<file path="src/rtl/thread_fetch_unit.sv">
// Instruction-fetch stage for the barrel-threaded RV32 core: one PC per hardware thread,
// round-robin thread pick, and an IF/ID register handshaking with decode.
module thread_fetch_unit #(
    parameter int               XLEN         = 32,
    parameter int               INSTR_WIDTH  = 32,
    parameter int               THREAD_WIDTH = 3,
    parameter int               NUM_THREADS  = 2**THREAD_WIDTH,
    parameter logic [XLEN-1:0]  RESET_PC     = '0
) (
    input  logic                    clk,
    input  logic                    rst,
    input  logic [NUM_THREADS-1:0]  thread_en,
    output logic [XLEN-1:0]         imem_pc,
    output logic [THREAD_WIDTH-1:0] imem_thread_id,
    input  logic [INSTR_WIDTH-1:0]  imem_instr,
    input  logic                    redirect_valid,
    input  logic [THREAD_WIDTH-1:0] redirect_thread,
    input  logic [XLEN-1:0]         redirect_pc,
    input  logic                    id_ready,
    output logic                    if_valid,
    output logic [XLEN-1:0]         if_pc,
    output logic [THREAD_WIDTH-1:0] if_thread_id,
    output logic [INSTR_WIDTH-1:0]  if_instr
);

    localparam logic [INSTR_WIDTH-1:0] NOP = INSTR_WIDTH'(32'h0000_0013);

    logic [XLEN-1:0]         pc_q [NUM_THREADS];
    logic [THREAD_WIDTH-1:0] cur_q;
    logic [THREAD_WIDTH-1:0] sel;
    logic [THREAD_WIDTH-1:0] cand;
    logic                    found;
    logic                    any_en;
    logic                    redirect_hits_sel;
    logic                    squash;
    logic                    issue;
    logic [XLEN-1:0]         redirect_aligned;
    logic [1:0]              unused_redirect_bits;

    assign unused_redirect_bits = redirect_pc[1:0];
    assign redirect_aligned     = {redirect_pc[XLEN-1:2], 2'b00};

    // Scan from the pointer forward; when nothing is enabled the pointer itself is presented.
    always_comb begin
        sel   = cur_q;
        cand  = cur_q;
        found = 1'b0;
        for (int i = 0; i < NUM_THREADS; i++) begin
            cand = cur_q + THREAD_WIDTH'(i);
            if (!found && thread_en[cand]) begin
                sel   = cand;
                found = 1'b1;
            end
        end
    end

    assign any_en         = |thread_en;
    assign imem_pc        = pc_q[sel];
    assign imem_thread_id = sel;

    assign redirect_hits_sel = redirect_valid && (redirect_thread == sel);
    assign issue  = any_en && (!if_valid || id_ready) && !redirect_hits_sel;
    assign squash = if_valid && redirect_valid && (redirect_thread == if_thread_id);

    // A redirect overrides the increment of the same thread.
    always_ff @(posedge clk) begin
        for (int t = 0; t < NUM_THREADS; t++) begin
            if (rst) begin
                pc_q[t] <= RESET_PC;
            end else if (redirect_valid && (redirect_thread == THREAD_WIDTH'(t))) begin
                pc_q[t] <= redirect_aligned;
            end else if (issue && (sel == THREAD_WIDTH'(t))) begin
                pc_q[t] <= pc_q[t] + XLEN'(4);
            end
        end
    end

    always_ff @(posedge clk) begin
        if (rst) begin
            cur_q        <= '0;
            if_valid     <= 1'b0;
            if_pc        <= '0;
            if_thread_id <= '0;
            if_instr     <= NOP;
        end else if (issue) begin
            cur_q        <= sel + THREAD_WIDTH'(1);
            if_valid     <= 1'b1;
            if_pc        <= pc_q[sel];
            if_thread_id <= sel;
            if_instr     <= imem_instr;
        end else if (id_ready || squash) begin
            if_valid     <= 1'b0;
        end
    end

endmodule

</file>
<file path="config.mk">
export PLATFORM = sky130hd
export DESIGN_NAME = thread_fetch_unit
export DESIGN_NICKNAME = d
export VERILOG_FILES = /design/src/rtl/thread_fetch_unit.sv
export SDC_FILE = /design/constraint.sdc
export NUM_CORES = 1
export LEC_CHECK = 0
export BUFFER_PORTS_ARGS = -buffer_cell sky130_fd_sc_hd__buf_2
export CAP_MARGIN = 0
export CORE_MARGIN = 2
export CORE_UTILIZATION = 55
export DETAILED_ROUTE_END_ITERATION = 8
export PLACE_DENSITY = 0.75
export SYNTH_ARGS = -nofsm -noshare
export SYNTH_HDL_FRONTEND = slang
export SYNTH_SLANG_ARGS = --single-unit
</file>
<file path="constraint.sdc">
create_clock -name clk -period 6.05 [get_ports clk]
set_input_delay 0 -clock clk [delete_from_list [all_inputs] [get_ports clk]]
set_output_delay 0 -clock clk [all_outputs]
set_load 0.01 [all_outputs]
</file>
==> metrics.md <==
| Metric | Value |
|---|---|
| Post-CTS sizing | 0 |
| Skew final | 0.02869 ns |
| Peak supply drop | 0.4724 mV |
| Placement Rows | between 60 and 70 |
| Crit. End Element | output pin |
| Slew HR | 42.86% |
| Final period utilization | 86.81% |
| Buf/Inv on CP | 4 |
| Vias in the first global route | 16510 |
| Hold slack | 0.02032 ns |
| Unrepaired setup endpoints after global routing | false |
| Final WL | about 60000 microns |
| Final setup fails | 0 |
| Largest net degree at the start of global routing | 100 |
| Crit Path Max Fanout | 25 |
| H-tree depth | 2 |
| Critical Path Sink | imem_pc[18] |
| Startpoint types | flop |
| # port buffers | 175 |
| PwrDens | 528.7 nW/um^2 |
| Beginning of the critical path | cur_q[1]$_SDFFE_PP0N_ |
| Gate Count Post-Synth | 2033 |
| Number of synthesized register bits | 309 |
| Routability cong. | 0.9178 |
| Post-synthesis cell type count | around 60 |
| DIE AREA | 37920 sq um |
| Final HPWL DP | 42230 microns |
| Register area share after synthesis | 42.92% |
| Slew Viols, Final | 0 |
| Syn avg cell area | 9.842 sq um |
| Ys flop type | edfxtp_1 |
| Clock Tree Buf Depth | 3 |
| Met2 Use GR | about half |
| Minimum clock period | 5.252 ns |
| Fmax | about 0.19 GHz |
| Max-cap viol count | 0 |
| Initial core utilization | a little under three fifths |
| Flop-to-flop setup slack | 1.24 ns |
| Setup TNS | 0 ns |
| CTS buffer count | 36 |
| DRC viols | 0 |
| Detailed-route via count | 16940 |
| Worst EP required | around 6 ns |
| Die extent in x | a little under 200 microns |
| Reg2Reg Capture Point | pc_q[7][20]$_DFFE_PP_ |
| CP cell instances | inv_1 > ha_1 > mux2i_1 > mux4_2 > or3_1 > nand3_1 > a211oi_2 > xnor2_4 > buf_12 > mux4_2 > mux2i_1 > inv_1 > buf_2 |
| Routed Antenna Nets | 0 |
| R2R cell count | 14 |
| CP max stage delay | 0.65 ns |
| Reg2reg start | cur_q[1]$_SDFFE_PP0N_ |
| Synth top area share | 36.02% |
| Most common cell in the synthesized netlist | nand2_1 |
| Area grow syn2layout | 15.66% |
| Power, Total | about 12000 uW |
| Clock transition at the registers of the reported paths | 0.06 ns |
| Largest cells by area after synthesis | edfxtp_1 36%, mux4_2 7.9%, dfxtp_1 6.9%, nand2_1 6.2%, xnor2_1 5.0% |
| Number of synthesized flops with an enable pin | 240 |
| Hold Vio Cnt, Final | 0 |
| Leak | 0.008669 uW |
| Die height | 194.7 microns |
| Synth cell count leaders | 328 x nand2_1, 240 x edfxtp_1, 186 x o21ai_0 |
| GR Util met1 | 42.82% |
| First drt pass iteration count | 6 |
| Syn. warnings | 0 |
| Syn Std Cell Area | 20010 sq um |
| Clock Latency Late Sink | ~0.55 ns |
| DR WL/cell | roughly 22 microns |
| Worst EP arrival | roughly 5.3 ns |
| Least-Margin Pin Slew | 0.8571 ns |
| Total core area | 35660 sq um |
| Critical path's top delay family | multiplexers |
| Initial DRC count | 2083 |
| Crit path kind | flop to output pin |
| Met3 GRT Util | a little under 8% |
| Fin util | approximately two thirds |
| Busiest layer in global routing | met2 |
| Total GRT Usage | between 30% and 40% |
| DR vias/cell | 6.253 |
| Aggregate global routing overflow | 0 |
| Worst setup margin | about 0.8 ns |
| Slowest stage cell, crit path | xnor2_4 |
| Ports | 182 |
| Share of layout cells above drive strength 1 | 16.96% |
| Clk root buf | clkbuf_16 |
| Clock Sinks | between 300 and 400 |
| Status | finished clean |
| Initial antenna violation count | 1 |
| Async SR Flop Fraction | 0% |
| Area leader, netlist | edfxtp_1 |
| Number of cells on the critical path | 13 |
| Hold WC Path Type | primary input to flop |
| TritonCTS clock tree | done |
| First-pass GRT wire length | 93600 microns |
| Setup WS pre-CTS | roughly 1.3 ns |
| Final layout net count | 2315 |
-- routing by layer --
metal / wire length, microns / share of wire, %
met1: 23950 / 40
met2: 27320 / 45
met3: 6831 / 11
met4: 2099 / 3.5
met5: 0 / 0
-- placed cells by master, fill, tap and decap left out, types with 12 or more instances in the layout --
cell type and instances:
buf_2 174, nand2b_1 67, inv_1 58, clkbuf_16 37, and4_1 12, xor2_1 114, nor2b_1 44, nand3_1 117
mux4_2 70, buf_4 48, and3_1 65, nand4_1 30, ha_1 16, o21ai_0 185, dlygate4sd3_1 62, and2_1 13
nand2_1 328, dfxtp_1 69, xnor2_1 115, nor2_1 85, edfxtp_1 240, mux2i_1 79, a22o_1 65, o211ai_1 33
-- worst min path at each step --
stage	to	start	slack, ns	cells past startpoint
finish	pc_q[6][8]$_DFFE_PP_	redirect_pc[8]	0.02	3
global route	pc_q[4][10]$_SDFFCE_PN0P_	redirect_pc[10]	0.03	3
CTS	pc_q[6][8]$_DFFE_PP_	redirect_pc[8]	0.002	3
detailed placement	if_instr[18]$_SDFFE_PP0N_	imem_instr[18]	0.27	3
global placement	if_instr[0]$_SDFFE_PP1N_	imem_instr[0]	0.26	3
floorplan	if_instr[10]$_SDFFE_PP0N_	imem_instr[10]	0.16	2
-- timing repair --
item / CTS / global route
buffers inserted: 0 / 0
hold buffers: 62 / 0
hold endpoints to repair: 215 / 0
-- cell type report --
type,instances,area [sq um]
Fill cell,2799,12510
Clock buffer,48,1007
Antenna cell,1,2.502
Tap cell,461,576.8
Multi-Input combinational cell,1526,10710
Timing Repair Buffer,287,1912
Inverter,60,225.2
Clock inverter,17,125.1
Sequential cell,309,8588
-- logic make-up after synthesis --
| kind of cell | after synthesis | synth area share [%] |
|---|---|---|
| multiplexers | 157 | 12.27 |
| AND/OR/NAND/NOR | 789 | 18.87 |
| adder cells (fa/ha/maj) | 16 | 1.000 |
| buffers and inverters | 201 | 4.102 |
| other | 1 | 0.01874 |
| flip-flops | 309 | 42.92 |
| XOR/XNOR | 231 | 10.24 |
| AO/OA/AOI/OAI | 329 | 10.57 |
-- worst reg2reg max path, delay by kind of cell (launching register included) --
family,cells,cell delay (ns)
flops,1,0.32
buf+inv,3,0.71
fa+ha+maj,1,0.62
compound gates,3,0.64
xor+xnor,2,0.84
mux,2,0.78
simple gates,3,0.78
-- sequential cells by signal, summed over array words and instances (netlist names) --
| register | flops |
|---|---|
| if_valid | 1 |
| if_instr | 32 |
| cur_q | 3 |
| if_thread_id | 3 |
| pc_q | 240 |
| if_pc | 30 |
-- metrics by stage --
step,std cells,area (sq um)
2_1_floorplan,2036,20020
3_3_place_gp,2581,21390
3_5_place_dp,2581,21390
4_1_cts,2708,23140
5_1_grt,2708,23140
6_report,2709,23140
-- power breakdown --
| part | switching (uW) | internal (uW) | leakage (uW) |
|---|---|---|---|
| clock network | 890 | 1220 | 0.000556 |
| logic | 3660 | 2660 | 0.00502 |
| registers | 679 | 3130 | 0.00310 |
| total | 5230 | 7000 | 0.00867 |
(Power assumes the default switching activity.)
